===== src/rtl/arbitro_round_robin.sv =====
// Round-robin arbiter that moves words from 4 show-ahead input FIFOs to 4 output FIFOs.
// Each word's two MSBs select its destination port. At most one input is granted per cycle.
// The write to the output FIFO follows the pop by one cycle.
module arbitro_round_robin #(
    parameter int FIFO_WORD_SIZE = 10
) (
    input  logic                      clk,
    input  logic                      reset,
    input  logic [3:0]                empty,
    input  logic [3:0]                almostfull,
    input  logic [FIFO_WORD_SIZE-1:0] data_in_0,
    input  logic [FIFO_WORD_SIZE-1:0] data_in_1,
    input  logic [FIFO_WORD_SIZE-1:0] data_in_2,
    input  logic [FIFO_WORD_SIZE-1:0] data_in_3,
    output logic [3:0]                pop,
    output logic [3:0]                push,
    output logic [FIFO_WORD_SIZE-1:0] data_out_0,
    output logic [FIFO_WORD_SIZE-1:0] data_out_1,
    output logic [FIFO_WORD_SIZE-1:0] data_out_2,
    output logic [FIFO_WORD_SIZE-1:0] data_out_3,
    output logic [1:0]                grant_idx,
    output logic [1:0]                state
);

    typedef enum logic [1:0] {
        ST_IDLE   = 2'd0,
        ST_ACTIVE = 2'd1,
        ST_STALL  = 2'd2
    } state_t;

    state_t                    r_state;
    logic [1:0]                r_ptr;
    logic [1:0]                r_grant_idx;
    logic [3:0]                r_push;
    logic [FIFO_WORD_SIZE-1:0] r_data_out [4];

    logic [FIFO_WORD_SIZE-1:0] w_data_in [4];
    logic [1:0]                w_dest [4];
    logic [3:0]                w_elig;
    logic                      w_gnt_valid;
    logic [1:0]                w_gnt_idx;
    logic [1:0]                w_cand;
    logic [1:0]                w_gnt_dest;
    logic [FIFO_WORD_SIZE-1:0] w_gnt_data;

    assign w_data_in[0] = data_in_0;
    assign w_data_in[1] = data_in_1;
    assign w_data_in[2] = data_in_2;
    assign w_data_in[3] = data_in_3;

    // Destination decode and per-port eligibility (a blocked head word only blocks its own port)
    always_comb begin
        for (int unsigned k = 0; k < 4; k++) begin
            w_dest[k] = w_data_in[k][FIFO_WORD_SIZE-1 -: 2];
            w_elig[k] = !empty[k] && !almostfull[w_dest[k]];
        end
    end

    // Round-robin scan starting at the pointer; the first eligible port wins
    always_comb begin
        w_gnt_valid = 1'b0;
        w_gnt_idx   = r_ptr;
        w_cand      = r_ptr;
        for (int unsigned off = 0; off < 4; off++) begin
            w_cand = r_ptr + 2'(off);
            if (!w_gnt_valid && w_elig[w_cand]) begin
                w_gnt_valid = 1'b1;
                w_gnt_idx   = w_cand;
            end
        end
    end

    assign w_gnt_dest = w_dest[w_gnt_idx];
    assign w_gnt_data = w_data_in[w_gnt_idx];

    // Combinational pop to the granted input FIFO, suppressed during reset
    always_comb begin
        pop = '0;
        if (!reset && w_gnt_valid) begin
            pop[w_gnt_idx] = 1'b1;
        end
    end

    // FSM plus registered datapath: pointer, grant index, push and output data
    always_ff @(posedge clk) begin
        if (reset) begin
            r_state     <= ST_IDLE;
            r_ptr       <= '0;
            r_grant_idx <= '0;
            r_push      <= '0;
            for (int unsigned k = 0; k < 4; k++) begin
                r_data_out[k] <= '0;
            end
        end else begin
            r_push <= '0;
            if (w_gnt_valid) begin
                r_push[w_gnt_dest]     <= 1'b1;
                r_data_out[w_gnt_dest] <= w_gnt_data;
                r_ptr                  <= w_gnt_idx + 2'd1;
                r_grant_idx            <= w_gnt_idx;
                r_state                <= ST_ACTIVE;
            end else if (empty != 4'b1111) begin
                r_state <= ST_STALL;
            end else begin
                r_state <= ST_IDLE;
            end
        end
    end

    // A word popped just before reset is dropped, so the push it would cause is masked
    // while reset is high instead of leaking out for one cycle.
    assign push       = reset ? 4'b0000 : r_push;
    assign data_out_0 = r_data_out[0];
    assign data_out_1 = r_data_out[1];
    assign data_out_2 = r_data_out[2];
    assign data_out_3 = r_data_out[3];
    assign grant_idx  = r_grant_idx;
    assign state      = r_state;

endmodule


===== config.mk =====
export PLATFORM = sky130hd
export DESIGN_NAME = arbitro_round_robin
export DESIGN_NICKNAME = d
export VERILOG_FILES = /design/src/rtl/arbitro_round_robin.sv
export SDC_FILE = /design/constraint.sdc
export NUM_CORES = 1
export LEC_CHECK = 0
export ABC_AREA = 1
export BUFFER_PORTS_ARGS = -buffer_cell sky130_fd_sc_hd__buf_2
export CELL_PAD_IN_SITES_DETAIL_PLACEMENT = 1
export CELL_PAD_IN_SITES_GLOBAL_PLACEMENT = 2
export CORE_UTILIZATION = 31
export DETAILED_ROUTE_END_ITERATION = 10
export MAX_ROUTING_LAYER = met4
export PLACE_DENSITY_LB_ADDON = 0.1
export RECOVER_POWER = 50
export SYNTH_ARGS = -nofsm -noshare
export SYNTH_HDL_FRONTEND = slang
export SYNTH_SLANG_ARGS = --single-unit

===== constraint.sdc =====
create_clock -name clk -period 6.3 [get_ports clk]
set_input_delay 1.26 -clock clk [delete_from_list [all_inputs] [get_ports clk]]
set_output_delay 1.26 -clock clk [all_outputs]
set_load 0.02 [all_outputs]

==> out/qor.tcl, run 1 <==
set qor(power_per_cell_area_mw_per_mm2) 575.0
set qor(netlist_area_sq_mm) 0.002835
set qor(first_global_vias) 2487
set qor(design.core.area_sq_mm) 0.008806
set qor(core.rowCount) 34
set qor(fp.dieArea_sq_mm) 0.009533
set qor(tritoncts) {built}
set qor(cpPeakStageDelay_ps) 630
set qor(clock-sinks) 50
set qor(yosys.cell_types.count) 24
set qor(die_h_um) 97.64
set qor(cts_htree_levels) 2
set qor(grt_start_max_net_pins) 23
set qor(finalCritPeriodShare_pct) 84.15
set qor(detailedRoute.firstPassIterationCount) 7
set qor(placement.io_buffers) 101
set qor(worst_slew_margin_rel_pct) 41.39
set qor(layout-drive-gt1-share_pct) 24.53
set qor(antenna_cells_inserted) 0
set qor(critical-path-top-cell-by-count) {sky130_fd_sc_hd__nand2_1}
set qor(synthesis.yosys.warnings) 0
set qor(worstSetupEndpointType) {output pin}
set qor(dr_wl_met2_um) 3439
set qor(pre_cts_slack_ps) 1594
set qor(syn_to_final_growth_pct) 19.11
set qor(outcome) {finished, violations left}
set qor(dr.max_layer_used) {met4}
set qor(violated_checks) {design-rule violations}
set qor(clock-root-buffer) {sky130_fd_sc_hd__clkbuf_8}
set qor(finalMaxSlewViolations) 0
set qor(worst_hold_path_type) {register to register}
set qor(avgRoutedWirePerCell_um) 14.66
set qor(skew_ps) 7.787
set qor(vdd_drop_max_mv) 0.1957
set qor(rr_startpoint) {r_ptr[0]}
set qor(cts-root-to-sink-buffers) 2
set qor(die_outline_width_um) 97.64
set qor(floorplan.io_pins) 102
set qor(timing.final.hold_violations) 0
set qor(globalRoute.totalOverflow) 0
set qor(met1Wirelength_um) 3936
set qor(initial_core_util_pct) 32.20
set qor(grt_antenna_before_repair) 0
set qor(finalNetCount) 477
set qor(clk_pin_slew_ps) 80
set qor(synth_seq_area_share_pct) 49.43
set qor(post_cts_hold_buffer_count) 0
set qor(holdCritStartpoint) {grant_idx[1]}
set qor(remaining_drc_errors) 14
set qor(total_power_w) 0.001942
set qor(fin_ws_ps) 998.3
set qor(cts_setup_buffers) 0
set qor(fmaxAchievable_mhz) 188.6
set qor(routed_wirelength_um) 7801
set qor(synth_cells) 322
set qor(synthesis.area_per_instance_sq_um) 8.805
set qor(crit_required_ps) 5040
set qor(report.final.setup_viol) 0
set qor(route.vias.total) 2427
set qor(post-dp-hpwl_um) 6111
set qor(cts_buffers) 5
set qor(cell_chain_of_the_critical_path) {clkbuf_1 -> inv_1 -> nand2_1 -> nand3_1 -> nand2_1 -> nand3_1 -> nand2_1 -> nand2_2 -> nand2_4 -> nand3_1 -> nand2_1 -> nand2_1 -> nand2_1 -> inv_2 -> ha_1 -> inv_1 -> nor2_1 -> buf_2}
set qor(global_route_wire_length_before_repair_um) 12570
set qor(cts_repair_resize_count) 0
set qor(globalRouteTotalUtil_pct) 17.42
set qor(crit_start) {data_in_2[8]}
set qor(final.setup.tns_ps) 0
set qor(fin_hold_ws_ps) 530.0
set qor(crit_path_max_fanout) 22
set qor(critical_path_class) {input pin to output pin}
set qor(worst_slew_pin_slew_ps) 875.9
set qor(period_needed_ps) 5302
set qor(power.static_leakage_nw) 1.596
set qor(setup_repair_after_global_routing_missed_its_margin) {false}
set qor(drt_iter0_drc) 108
set qor(met3RoutedLength_um) 342
set qor(timing.max_cap.violations) 0
set qor(finalWeightedCongestion) 0.7633
set qor(route.detailed.vias_per_inst) 4.562
set qor(critical_path.slowest_cell) {sky130_fd_sc_hd__nand2_1}
set qor(category_of_the_worst_setup_path_launch_point) {input pin}
set qor(clk-insertion-delay-late_ps) 310
set qor(critical_path_arrival_ps) 4040
set qor(drt.antenna.violating_nets) 0
set qor(yosys_register_bits) 50
-- state kept, by name, summed over array words and instances, names as in the netlist --
| register | cells |
|---|---|
| r_push | 4 |
| grant_idx | 2 |
| state | 2 |
| r_ptr | 2 |
| r_data_out | 40 |
-- where the power goes --
part	internal [W]	total, W	switching [W]
sequential	0.000529	0.000579	0.0000499
clock	0.000119	0.000225	0.000106
combinational	0.000278	0.00114	0.000859
total	0.000926	0.00194	0.00102
-- cell families after synthesis --
logic type                 count (synthesis)  share of synthesized area [%]
AOI/OAI and AO/OA                          6                          1.236
xor gates and xnor gates                   1                         0.5739
adders and majority gates                  4                          1.765
buffers and inverters                     52                          8.959
DFF                                       50                          49.43
other                                      1                         0.1323
and+or+nand+nor                          208                          37.91
-- final timing paths --
path                                         end  slack (ps)  cells past startpoint
worst max-delay path                      pop[3]        1000                     18
worst max register to register  r_data_out[1][0]        2440                     14
worst min-delay path                grant_idx[1]         530                      2
worst min register to register      grant_idx[1]         530                      2
-- final cells by class --
| class | count | area (sq um) |
|---|---|---|
| clock buffers | 6 | 72.57 |
| clock inverters | 2 | 37.54 |
| multi-input cells | 223 | 1129 |
| flip-flops and latches | 50 | 1401 |
| fillers | 1096 | 5429 |
| repair buffers | 101 | 444.2 |
| inverters | 42 | 157.7 |
| well taps | 108 | 135.1 |
-- cell usage in the layout, fill, tap and decap left out, types with 2 or more instances in the layout --
cell type / n
sky130_fd_sc_hd__nand2_1: 91
sky130_fd_sc_hd__nand3_1: 56
sky130_fd_sc_hd__buf_2: 52
sky130_fd_sc_hd__clkbuf_1: 50
sky130_fd_sc_hd__edfxtp_1: 40
sky130_fd_sc_hd__inv_1: 37
sky130_fd_sc_hd__nor2_1: 22
sky130_fd_sc_hd__nor2_2: 15
sky130_fd_sc_hd__nand2_2: 13
sky130_fd_sc_hd__dfxtp_1: 10
sky130_fd_sc_hd__inv_2: 5
sky130_fd_sc_hd__nand3_2: 5
sky130_fd_sc_hd__clkbuf_8: 5
sky130_fd_sc_hd__ha_1: 4
sky130_fd_sc_hd__conb_1: 4
sky130_fd_sc_hd__o21ai_0: 3
sky130_fd_sc_hd__nand2_4: 2
sky130_fd_sc_hd__nor2_4: 2
-- worst max-delay path, delay by kind of cell --
family        cells  cell delay, ps
fa+ha+maj         1             300
buf+inv           5             790
simple gates     12            1690
-- metal layers --
metal  up-vias  GRT usage (%)
li1       1223              -
met1      1119          24.15
met2        77          26.62
met3         8          2.806
met4         0          4.196
met5         -              -
-- synth_stat cells (all sizes together) --
cell type,number,area [sq um]
a41oi,1,8.760
inv,42,157.7
ha,4,50.05
o21ai,3,15.01
conb,1,3.750
nand3,62,387.9
o22ai,1,6.260
edfxtp,40,1201
buf,10,96.35
xnor2,1,16.27
nor2,40,219.0
dfxtp,10,200.2
a21oi,1,5.000
nand2,106,468.0
-- metrics by stage --
step	utilization, %	cell area (sq um)	instances
after floorplan	-	2846	325
after global placement	38.51	3391	524
after detailed placement	38.51	3391	524
after CTS	39.76	3501	532
after global routing	38.35	3377	532
final	38.35	3377	532
No activity file was read; power rests on OpenSTA's default activity.
==> run 2: changes to the inputs <==
Settings changed: CORE_UTILIZATION 31 to 28.
Clock period 6.3 ns to 5.55 ns, I/O delays scaled along.
==> out/qor.tcl, run 2 (synthesized netlist as in run 1, its figures left out) <==
set qor(floorplan.io_pins) 102 ;# unchanged
set qor(crit_path_max_fanout) 14 ;# -36%
set qor(initial_core_util_pct) 29.01 ;# -3.2 points
set qor(timing.final.hold_violations) 0 ;# unchanged
set qor(crit_required_ps) 4440 ;# -600 ps
set qor(final.setup.tns_ps) 0 ;# unchanged
set qor(cellInternalPower_w) 0.001063 ;# +15%
set qor(fp.dieArea_sq_mm) 0.01053 ;# +10%
set qor(period_needed_ps) 4607
set qor(die_outline_width_um) 102.6 ;# +5.1%
set qor(cts_setup_buffers) 0 ;# unchanged
set qor(power_switching_share_pct) 51.66 ;# -0.65 points
set qor(report.final.setup_viol) 0 ;# unchanged
set qor(layout_top_registers) {r_data_out x40, r_push x4}
set qor(power_per_cell_area_mw_per_mm2) 641.7 ;# +12%
set qor(route.vias.total) 2422 ;# -0.21%
set qor(clk_pin_slew_ps) 80 ;# about the same
set qor(mostFrequentLayoutCell) {sky130_fd_sc_hd__nand2_1}
set qor(setup_repair_after_global_routing_missed_its_margin) {false}
set qor(worst_hold_path_type) {register to register}
set qor(r2r_slack_ps) 1450 ;# -990 ps
set qor(cpPeakStageDelay_ps) 420 ;# -210 ps
set qor(worst_slew_pin_slew_ps) 803.1 ;# -72.80 ps
set qor(critical_path.slowest_cell) {sky130_fd_sc_hd__nand2_1}
set qor(clock-root-buffer) {sky130_fd_sc_hd__clkbuf_8}
set qor(syn_to_final_growth_pct) 20.87
set qor(finalNetCount) 477 ;# unchanged
set qor(finalCritPeriodShare_pct) 83.01
set qor(clk-insertion-delay-late_ps) 300 ;# about the same
set qor(layout-drive-gt1-share_pct) 24.76 ;# +0.24 points
set qor(worst_slew_margin_rel_pct) 46.27 ;# +4.9 points
set qor(outcome) {finished, final reports clean}
set qor(detailedRoute.firstPassIterationCount) 4 ;# -3
set qor(post-dp-hpwl_um) 6244 ;# +2.2%
set qor(clock-sinks) 50 ;# unchanged
set qor(placement.io_buffers) 101 ;# unchanged
set qor(cts_htree_levels) 2 ;# unchanged
set qor(cell_chain_of_the_critical_path) {buf_2 -> inv_1 -> nand2_1 -> nand3_1 -> nand2_1 -> nand3_1 -> nand2_1 -> nand2_1 -> nand2_1 -> nor2_1 -> nand3_4 -> nand2_1 -> nand2_1 -> nand2_1 -> ha_1 -> inv_1 -> nor2_1 -> buf_2}
set qor(critical-path-top-cell-by-count) {sky130_fd_sc_hd__nand2_1}
set qor(remaining_drc_errors) 0 ;# -14
set qor(tritoncts) {built}
set qor(design.core.area_sq_mm) 0.009774 ;# +11%
set qor(drt_iter0_drc) 43 ;# -60%
set qor(cts_repair_resize_count) 0 ;# unchanged
set qor(critical_path_class) {input pin to output pin}
set qor(drt.antenna.violating_nets) 0 ;# unchanged
set qor(timing.max_cap.violations) 0 ;# unchanged
set qor(avgRoutedWirePerCell_um) 13.81 ;# -5.8%
set qor(layout.cells.most_common_list) {91 x sky130_fd_sc_hd__nand2_1, 55 x sky130_fd_sc_hd__nand3_1, 52 x sky130_fd_sc_hd__buf_2}
set qor(reg2regPathDepth) 14 ;# unchanged
set qor(globalRouteTotalUtil_pct) 15.53 ;# -1.9 points
set qor(core.rowCount) 36 ;# +5.9%
set qor(largest_reg_flops) 40 ;# unchanged
set qor(post_cts_hold_buffer_count) 0 ;# unchanged
set qor(grt_antenna_before_repair) 0 ;# unchanged
set qor(critical_path_arrival_ps) 3500 ;# -540 ps
set qor(pwr-share-comb_pct) 58.1 ;# -0.5 points
set qor(vdd_drop_max_mv) 0.2317 ;# +18%
set qor(power.static_leakage_nw) 1.610 ;# +0.84%
set qor(grt_start_max_net_pins) 23 ;# unchanged
set qor(route.detailed.vias_per_inst) 4.348 ;# -4.7%
set qor(crit_start) {data_in_2[8]}
set qor(seqPwrFrac_pct) 29.7 ;# about the same
set qor(die_h_um) 102.6 ;# +5.1%
set qor(first_global_vias) 2389 ;# -3.9%
set qor(worstSetupEndpointType) {output pin}
set qor(total_power_w) 0.002199 ;# +13%
set qor(registers.top_by_ff_count) {r_data_out}
set qor(antenna_cells_inserted) 0 ;# unchanged
set qor(fmaxAchievable_mhz) 217.1
set qor(cts_buffers) 5 ;# unchanged
set qor(category_of_the_worst_setup_path_launch_point) {input pin}
set qor(share_clk_of_total_power_pct) 12.2 ;# +0.6 points
set qor(skew_ps) 8.405 ;# +0.6189 ps
set qor(routed_wirelength_um) 7693 ;# -1.4%
set qor(rr_startpoint) {r_ptr[0]}
set qor(finalWeightedCongestion) 0.7819 ;# +2.4%
set qor(p_sw_w) 0.001136 ;# +12%
set qor(globalRoute.totalOverflow) 0 ;# unchanged
set qor(global_route_wire_length_before_repair_um) 12300 ;# -2.1%
set qor(finalMaxSlewViolations) 0 ;# unchanged
set qor(r2r_end) {r_data_out[1][6]}
set qor(crit_end) {pop[0]}
set qor(cts-root-to-sink-buffers) 2 ;# unchanged
run 2: worst max-delay path: cells and delay by family:
family	cells	cell delay (ps)
simple gates	13	1720
buf+inv	4	410
fa+ha+maj	1	240
run 2: layout make-up:
type,instances,area [sq um]
clock buffers,6,82.58
clock inverters,2,38.79
fillers,1250,6347
inverters,42,157.7
multi-input cells,223,1136
flip-flops and latches,50,1401
well taps,133,166.4
repair buffers,101,444.2
run 2: per-layer routing:
metal | part of all wire [%] | GRT usage [%] | vias to the layer above
met4 | 0.68 | 3.297 | 0
li1 | - | - | 1226
met1 | 51 | 22.30 | 1114
met2 | 43 | 22.82 | 77
met3 | 5.2 | 2.576 | 5
met5 | 0 | - | -
run 2: how the worst min path moves through the flow:
stage                      start      endpoint  cells past startpoint
finish              grant_idx[1]  grant_idx[1]                      2
floorplan           grant_idx[1]  grant_idx[1]                      2
detailed placement  grant_idx[1]  grant_idx[1]                      2
global route        grant_idx[1]  grant_idx[1]                      2
CTS                 grant_idx[1]  grant_idx[1]                      2
global placement    grant_idx[1]  grant_idx[1]                      2
run 2: power by group through the flow:
stage | clock [W] | combinational [W] | sequential [W]
3_5_place_dp | 0 | 0.00139 | 0.000661
3_3_place_gp | 0 | 0.00138 | 0.000658
2_1_floorplan | 0 | 0.000938 | 0.000796
5_1_grt | 0.000286 | 0.00145 | 0.000671
6_report | 0.000267 | 0.00128 | 0.000654
4_1_cts | 0.000276 | 0.00140 | 0.000653
run 2: through the flow:
stage	util, %	instance area (sq um)	setup slack [ps]	hold WS, ps	instances
final	35.06	3427	942.8	506.1	557
after global routing	35.06	3427	538.5	556.9	557
after CTS	36.25	3543	1139	510.2	557
after detailed placement	35.01	3422	1149	490.2	549
after global placement	35.01	3422	1214	468.0	549
after floorplan	-	2846	1675	564.1	325
